**config.mk**
```make
export PLATFORM = sky130hd
export DESIGN_NAME = frame_capture
export DESIGN_NICKNAME = d
export VERILOG_FILES = /design/src/rtl/gauss_pkg.sv /design/src/rtl/raster_counter.sv /design/src/rtl/frame_capture.sv
export SDC_FILE = /design/constraint.sdc
export NUM_CORES = 1
export LEC_CHECK = 0
export ABC_AREA = 1
export CAP_MARGIN = 20
export CORE_MARGIN = 2
export CORE_UTILIZATION = 29
export CTS_CLUSTER_SIZE = 20
export DETAILED_ROUTE_END_ITERATION = 8
export REMOVE_ABC_BUFFERS = 1
export SKIP_LAST_GASP = 1
export SLEW_MARGIN = 20
export SYNTH_ARGS = -nofsm -noshare
export SYNTH_HDL_FRONTEND = slang
export SYNTH_SLANG_ARGS = --single-unit
```
**constraint.sdc**
```tcl
create_clock -name clock -period 5.8 [get_ports clock]
set_clock_uncertainty 0.1 [all_clocks]
set_input_delay 1.16 -clock clock [delete_from_list [all_inputs] [get_ports clock]]
set_output_delay 1.16 -clock clock [all_outputs]
set_load 0.005 [all_outputs]
```
**src/rtl/gauss_pkg.sv**
```systemverilog
// Shared types and frame geometry for the Gaussian filter video path.
package gauss_pkg;

  localparam int H_ACTIVE   = 640;
  localparam int V_ACTIVE   = 480;
  localparam int PIXEL_SIZE = 8;
  localparam int MEM_SIZE   = 307200;
  localparam int ADDR_W     = 19;
  localparam int X_W        = $clog2(H_ACTIVE);
  localparam int Y_W        = $clog2(V_ACTIVE + 1);

  typedef enum logic [1:0] {
    CAP_IDLE,
    CAP_WAIT_SOF,
    CAP_CAPTURE,
    CAP_DONE
  } cap_state_e;

  typedef struct packed {
    logic [PIXEL_SIZE-1:0] r;
    logic [PIXEL_SIZE-1:0] g;
    logic [PIXEL_SIZE-1:0] b;
  } pixel_t;

endpackage

```
**src/rtl/raster_counter.sv**
```systemverilog
// Raster position tracker: x, y, linear address and line base, advanced by
// adders only. Priority: clear, origin, next line, step.
module raster_counter
  import gauss_pkg::*;
(
  input  logic              clock,
  input  logic              reset,
  input  logic              clear_i,
  input  logic              origin_i,
  input  logic              next_line_i,
  input  logic              step_i,
  output logic [X_W-1:0]    x_o,
  output logic [Y_W-1:0]    y_o,
  output logic [ADDR_W-1:0] addr_o
);

  localparam logic [ADDR_W-1:0] LINE_STEP = ADDR_W'(H_ACTIVE);

  logic [X_W-1:0]    x_q, x_d;
  logic [Y_W-1:0]    y_q, y_d;
  logic [ADDR_W-1:0] addr_q, addr_d;
  logic [ADDR_W-1:0] base_q, base_d;

  // NOTE: every combinational output gets a default first so no path leaves it unassigned (no latch).
  always_comb begin
    x_d    = x_q;
    y_d    = y_q;
    addr_d = addr_q;
    base_d = base_q;
    if (clear_i) begin
      x_d    = '0;
      y_d    = '0;
      addr_d = '0;
      base_d = '0;
    end else if (origin_i) begin
      // The sof pixel itself lands at 0, so the counter resumes at position 1.
      x_d    = X_W'(1);
      y_d    = '0;
      addr_d = ADDR_W'(1);
      base_d = '0;
    end else if (next_line_i) begin
      x_d    = '0;
      y_d    = y_q + Y_W'(1);
      base_d = base_q + LINE_STEP;
      addr_d = base_q + LINE_STEP;
    end else if (step_i) begin
      x_d    = x_q + X_W'(1);
      addr_d = addr_q + ADDR_W'(1);
    end
  end

  // NOTE: sequential state uses non-blocking assignments so all registers update together.
  always_ff @(posedge clock) begin
    if (reset) begin
      x_q    <= '0;
      y_q    <= '0;
      addr_q <= '0;
      base_q <= '0;
    end else begin
      x_q    <= x_d;
      y_q    <= y_d;
      addr_q <= addr_d;
      base_q <= base_d;
    end
  end

  assign x_o    = x_q;
  assign y_o    = y_q;
  assign addr_o = addr_q;

endmodule

```
**src/rtl/frame_capture.sv**
```systemverilog
// Sink-side frame writer: checks sof/eol raster framing on the filtered RGB
// stream and writes each pixel to the frame buffer at y*H_ACTIVE + x.
module frame_capture
  import gauss_pkg::*;
(
  input  logic                    clock,
  input  logic                    reset,
  input  logic                    start,
  input  logic                    in_valid,
  output logic                    in_ready,
  input  logic                    in_sof,
  input  logic                    in_eol,
  input  logic [PIXEL_SIZE-1:0]   in_r,
  input  logic [PIXEL_SIZE-1:0]   in_g,
  input  logic [PIXEL_SIZE-1:0]   in_b,
  output logic                    wr_en,
  output logic [ADDR_W-1:0]       wr_addr,
  output logic [3*PIXEL_SIZE-1:0] wr_data,
  output logic                    busy,
  output logic                    done,
  output logic                    err_sof,
  output logic                    err_eol
);

  cap_state_e        state_q;
  logic              wr_en_q;
  logic [ADDR_W-1:0] wr_addr_q;
  pixel_t            wr_data_q;
  logic              err_sof_q, err_eol_q;

  logic [X_W-1:0]    cnt_x;
  logic [Y_W-1:0]    cnt_y;
  logic [ADDR_W-1:0] cnt_addr;
  logic              cnt_clear, cnt_origin, cnt_next, cnt_step;

  logic   accept, at_line_end, last_line, line_done, frame_end;
  pixel_t pix_in;

  assign pix_in      = {in_r, in_g, in_b};
  assign in_ready    = (state_q == CAP_WAIT_SOF) || (state_q == CAP_CAPTURE);
  assign accept      = in_valid && in_ready;
  assign at_line_end = (cnt_x == X_W'(H_ACTIVE - 1));
  assign last_line   = (cnt_y == Y_W'(V_ACTIVE - 1));
  assign line_done   = in_eol || at_line_end;
  // Early eol on the last line ends the frame just like the final pixel does.
  assign frame_end   = (state_q == CAP_CAPTURE) && accept && !in_sof && last_line && line_done;

  always_comb begin
    cnt_clear  = 1'b0;
    cnt_origin = 1'b0;
    cnt_next   = 1'b0;
    cnt_step   = 1'b0;
    case (state_q)
      CAP_IDLE:     cnt_clear  = start;
      CAP_WAIT_SOF: cnt_origin = accept && in_sof;
      CAP_CAPTURE: begin
        if (accept) begin
          if (in_sof)         cnt_origin = 1'b1;
          else if (frame_end) cnt_clear  = 1'b1;
          else if (line_done) cnt_next   = 1'b1;
          else                cnt_step   = 1'b1;
        end
      end
      default: ;
    endcase
  end

  raster_counter u_raster (
    .clock       (clock),
    .reset       (reset),
    .clear_i     (cnt_clear),
    .origin_i    (cnt_origin),
    .next_line_i (cnt_next),
    .step_i      (cnt_step),
    .x_o         (cnt_x),
    .y_o         (cnt_y),
    .addr_o      (cnt_addr)
  );

  always_ff @(posedge clock) begin
    if (reset) begin
      state_q   <= CAP_IDLE;
      wr_en_q   <= 1'b0;
      wr_addr_q <= '0;
      wr_data_q <= '0;
      err_sof_q <= 1'b0;
      err_eol_q <= 1'b0;
    end else begin
      wr_en_q <= 1'b0;
      case (state_q)
        CAP_IDLE: begin
          if (start) begin
            state_q   <= CAP_WAIT_SOF;
            err_sof_q <= 1'b0;
            err_eol_q <= 1'b0;
          end
        end
        CAP_WAIT_SOF: begin
          if (accept && in_sof) begin
            wr_en_q   <= 1'b1;
            wr_addr_q <= '0;
            wr_data_q <= pix_in;
            state_q   <= CAP_CAPTURE;
          end
        end
        CAP_CAPTURE: begin
          if (accept) begin
            wr_en_q   <= 1'b1;
            wr_data_q <= pix_in;
            if (in_sof) begin
              wr_addr_q <= '0;
              if (cnt_addr != '0) err_sof_q <= 1'b1;
            end else begin
              wr_addr_q <= cnt_addr;
              // Flags both an early eol and a missing eol at the line end.
              if (in_eol != at_line_end) err_eol_q <= 1'b1;
              if (frame_end) state_q <= CAP_DONE;
            end
          end
        end
        default: state_q <= CAP_IDLE;
      endcase
    end
  end

  assign wr_en   = wr_en_q;
  assign wr_addr = wr_addr_q;
  assign wr_data = wr_data_q;
  assign busy    = in_ready;
  assign done    = (state_q == CAP_DONE);
  assign err_sof = err_sof_q;
  assign err_eol = err_eol_q;

endmodule

```
==> results list <==
- For this design, the CTS-stage hold fixing added 0 buffers.
- The initial antenna violation count is 0.
* Routed wire per std cell: 12.2 um
* Clock slew at reported path FFs: 0.07 ns
- Worst EP required: 5.96 ns
* Post-synthesis instance area: 4960 um^2
* Cell family with most CP delay: buffers and inverters
- The cell count after synthesis came out at 729.
- The routed design has 12.3 mm of wire.
* Outcome: complete, no violations
- CP max FO: 44
- From synthesis to final layout, the design area changed by 23.5%.
- Each instance of the synthesized netlist takes up on average 6.80 um^2.
- Sequential-to-total area share from yosys stat: 39.6%
* Remaining antenna violation count after routing: 0
- The total count of hold-check failures in the final report was 0.
- Internal power: 1.39 mW
- Max incr delay on CP: 0.85 ns
* Max Freq: 276 MHz
- The worst path needs 3.63 ns of the cycle, external delays included.
* DIE AREA: 18200 um^2
- Share of total power in sequential cells: 40.2%
* Setup tns final: 0 ns
- Sequential standard cell area: 1960 um^2
- Library cells used by synthesis: 38
- Most common cell type on the critical path: sky130_fd_sc_hd__nand3_1
* Fin crit share: 62.5%
- Critical path arrival: 3.78 ns
- Worst min-delay path category: register to register
- The critical path is of the primary input to register type.
- The max-slew violation count is 0.
- Counting both buffers and inverters, the worst setup path holds a total of 2.
- Measured along the x axis, the die boundary spans 135 um.
- Net switching power: 0.656 mW
- Power comes to 2.05 mW.
* Antenna cell count: 0
- The multi-input combinational cells in the finished layout cover a total of 2560 um^2.
* First-iteration detailed-routing DRC count: 283
* Nets: 830
- Setup repair after global routing left no endpoint under its margin.
- The share of total power dissipated in combinational logic is 30.8%.
* H-Tree Level Count: 3
- For this configuration, the core starts out at a cell density of 29.8%.
- Clock sink count: 98
- Total vias in the final route: 4676
- Routability-driven placement finished with a final weighted congestion of 0.816.
- The wire-length estimate of the detail-placed layout is 8.72 mm.
* Placement Rows: 47
* PD cells: 335 nW/um^2
- Across the run, the number of max-cap violations was 0.
* Top-level port count: 79
- The clock passes through at most 2 buffers.
- Across all hold checks on the routed design, the worst slack comes to 0.348 ns.
* Number of global-route vias before repair: 4364
* Slowest stage cell on the critical path: sky130_fd_sc_hd__inv_2
- Measured against its own limit, the worst slew margin works out to 38.3%.
* Number of gates resized after CTS: 0
- Number of design rule violations left after detail routing: 0
- CTS placed an instance of sky130_fd_sc_hd__clkbuf_16 at the clock tree root.
- Yosys printed 0 warnings.
* Part of the power in the clock network: 29.0%
* Element type at the critical path start: primary input
* Endpoint class of the critical path: register
* Peak supply drop: 0.000171 V
- Clock latency at the later pin of the worst-skew pair: 0.35 ns
- After synthesis the netlist holds a flip-flop and latch count of 98.
* Die height: 135 um
- In this run, CTS created clock tree buffers numbering 9.
- TritonCTS built the clock tree.
- The first TritonRoute pass finished after 4 iterations.
- Maximum number of pins on one net before global-route repair: 45
* Lkg Pwr: 2.24 nW
* CP cell instances: clkdlybuf4s50_1, nand3_1, nand2_1, nand3_2, inv_2, nand3_1, a21oi_1
- Average vias per placed instance: 4.61
- Floorplan core area: 16600 um^2
* Port Buf Inserts: 78
- Final global-route overflow total: 0
- Total setup violations reported at the end of the flow: 0
- In this run the post-CTS setup repair buffer count came out at 0.
- Measured slew at the worst slew-check pin: 0.923 ns
- Counting the fill cells in the layout gives 1794.
- The first global-routing pass estimated 20.5 mm of wire.
- Overall track demand over capacity in global routing: 14.0%
- Sw Share: 32.0%
* Fraction of final layout cells sized beyond drive strength 1: 4.28%
state kept, by name, summed over array words and instances (netlist names):
signal           flops
u_raster.x_o        10
state_q              2
u_raster.base_q     12
wr_en                1
err_eol              1
wr_addr             19
wr_data             24
err_sof              1
u_raster.y_o         9
u_raster.addr_o     19
cells in the mapped netlist:
cell	n	area, um^2
sky130_fd_sc_hd__nand2_1	184	691
sky130_fd_sc_hd__nor2_1	127	477
sky130_fd_sc_hd__dfxtp_1	98	1960
sky130_fd_sc_hd__inv_1	65	244
sky130_fd_sc_hd__a21oi_1	59	295
sky130_fd_sc_hd__nand3_1	48	240
sky130_fd_sc_hd__o21ai_0	37	185
sky130_fd_sc_hd__nand4_1	18	113
sky130_fd_sc_hd__xor2_1	11	96.3
sky130_fd_sc_hd__ha_1	10	125
sky130_fd_sc_hd__buf_2	8	40.0
sky130_fd_sc_hd__buf_4	8	60.1
sky130_fd_sc_hd__clkbuf_1	8	30.0
sky130_fd_sc_hd__nor3_1	7	35.0
sky130_fd_sc_hd__xnor2_1	5	43.8
sky130_fd_sc_hd__nand2_2	4	25.0
sky130_fd_sc_hd__buf_6	3	33.8
sky130_fd_sc_hd__nor2_4	3	33.8
sky130_fd_sc_hd__a21oi_2	2	17.5
sky130_fd_sc_hd__a31oi_1	2	12.5
sky130_fd_sc_hd__inv_2	2	7.51
sky130_fd_sc_hd__mux2i_1	2	20.0
sky130_fd_sc_hd__nand3_2	2	20.0
sky130_fd_sc_hd__nor2_2	2	12.5
sky130_fd_sc_hd__and3_1	1	6.26
sky130_fd_sc_hd__buf_8	1	15.0
sky130_fd_sc_hd__inv_4	1	6.26
sky130_fd_sc_hd__nand2_4	1	11.3
sky130_fd_sc_hd__nand3b_1	1	7.51
sky130_fd_sc_hd__nand4_2	1	12.5
sky130_fd_sc_hd__nor3_4	1	16.3
sky130_fd_sc_hd__nor4_1	1	6.26
sky130_fd_sc_hd__o2111ai_1	1	8.76
sky130_fd_sc_hd__o211ai_1	1	7.51
sky130_fd_sc_hd__o21bai_1	1	7.51
sky130_fd_sc_hd__o21bai_4	1	18.8
sky130_fd_sc_hd__or2_0	1	6.26
sky130_fd_sc_hd__or2_1	1	6.26
final timing paths:
| kind | start | end | slack [ns] | cells after the start |
|---|---|---|---|---|
| max | in_valid | wr_addr[4] | 2.17 | 7 |
| max reg2reg | state_q[0] | wr_addr[4] | 2.68 | 8 |
| min reg2reg | err_eol | err_eol | 0.35 | 2 |
| min | err_eol | err_eol | 0.35 | 2 |
area by class of cell:
type / count / share of cell area, %
multi-input cells: 535 / 41.8
flip-flops and latches: 98 / 32.1
repair buffers: 78 / 12.8
well taps: 220 / 4.50
inverters: 68 / 4.21
clock buffers: 10 / 3.74
clock inverters: 5 / 0.920
power groups by stage:
stage	Clock [mW]	Combinational, mW	Sequential [mW]
6_report	0.593	0.631	0.824
3_3_place_gp	0	0.639	0.837
3_5_place_dp	0	0.639	0.840
2_1_floorplan	0	0.315	0.844
5_1_grt	0.632	0.713	0.838
4_1_cts	0.612	0.642	0.825
cells by family (layout without fill, tap and decap cells):
family          after synthesis  count (layout)  synth area share [%]
xor+xnor                     16              16                  2.83
simple gates                403             403                  34.7
mux                           2               2                 0.404
flops                        98              98                  39.6
buf+inv                      96             161                  8.81
fa+ha+maj                    10              10                  2.52
compound gates              104             104                  11.2
placed cells by master (no fill, tap or decap), types with 2 or more instances in the layout:
cell	instances
sky130_fd_sc_hd__nand2_1	184
sky130_fd_sc_hd__nor2_1	127
sky130_fd_sc_hd__dfxtp_1	98
sky130_fd_sc_hd__clkdlybuf4s50_1	78
sky130_fd_sc_hd__inv_1	65
sky130_fd_sc_hd__a21oi_1	59
sky130_fd_sc_hd__nand3_1	48
sky130_fd_sc_hd__o21ai_0	37
sky130_fd_sc_hd__nand4_1	18
sky130_fd_sc_hd__xor2_1	11
sky130_fd_sc_hd__ha_1	10
sky130_fd_sc_hd__clkbuf_16	9
sky130_fd_sc_hd__nor3_1	7
sky130_fd_sc_hd__xnor2_1	5
sky130_fd_sc_hd__nand2_2	4
sky130_fd_sc_hd__nor2_4	3
sky130_fd_sc_hd__nand3_2	2
sky130_fd_sc_hd__inv_2	2
sky130_fd_sc_hd__nor2_2	2
sky130_fd_sc_hd__a21oi_2	2
sky130_fd_sc_hd__a31oi_1	2
sky130_fd_sc_hd__mux2i_1	2
sky130_fd_sc_hd__clkinv_2	2
per-stage QoR:
step	instances	area, um^2	worst slack, ns	util [%]
after floorplan	701	4780	3.11	-
after global placement	999	5830	1.82	35.1
after detailed placement	999	5830	1.80	35.1
after CTS	1014	6120	2.14	36.8
after global routing	1014	6120	1.82	36.8
final	1014	6120	2.17	36.8
metal layers:
metal  wire length (um)  share of wire (%)  vias up  global-route usage [%]
met1               6180                 50     2093                    18.0
met4                290                2.4        0                    6.37
met3                669                5.4       21                    3.27
met5                  0                  0        -                       0
li1                   -                  -     2458                       -
met2               5180                 42      104                    22.3
tightest hold or removal path, cell delays in order, from the launching register on:
cell and delay, ns:
sky130_fd_sc_hd__dfxtp_1 0.31, sky130_fd_sc_hd__inv_1 0.04, sky130_fd_sc_hd__a21oi_1 0.05
Note: power is estimated with default switching activity, not from simulation.
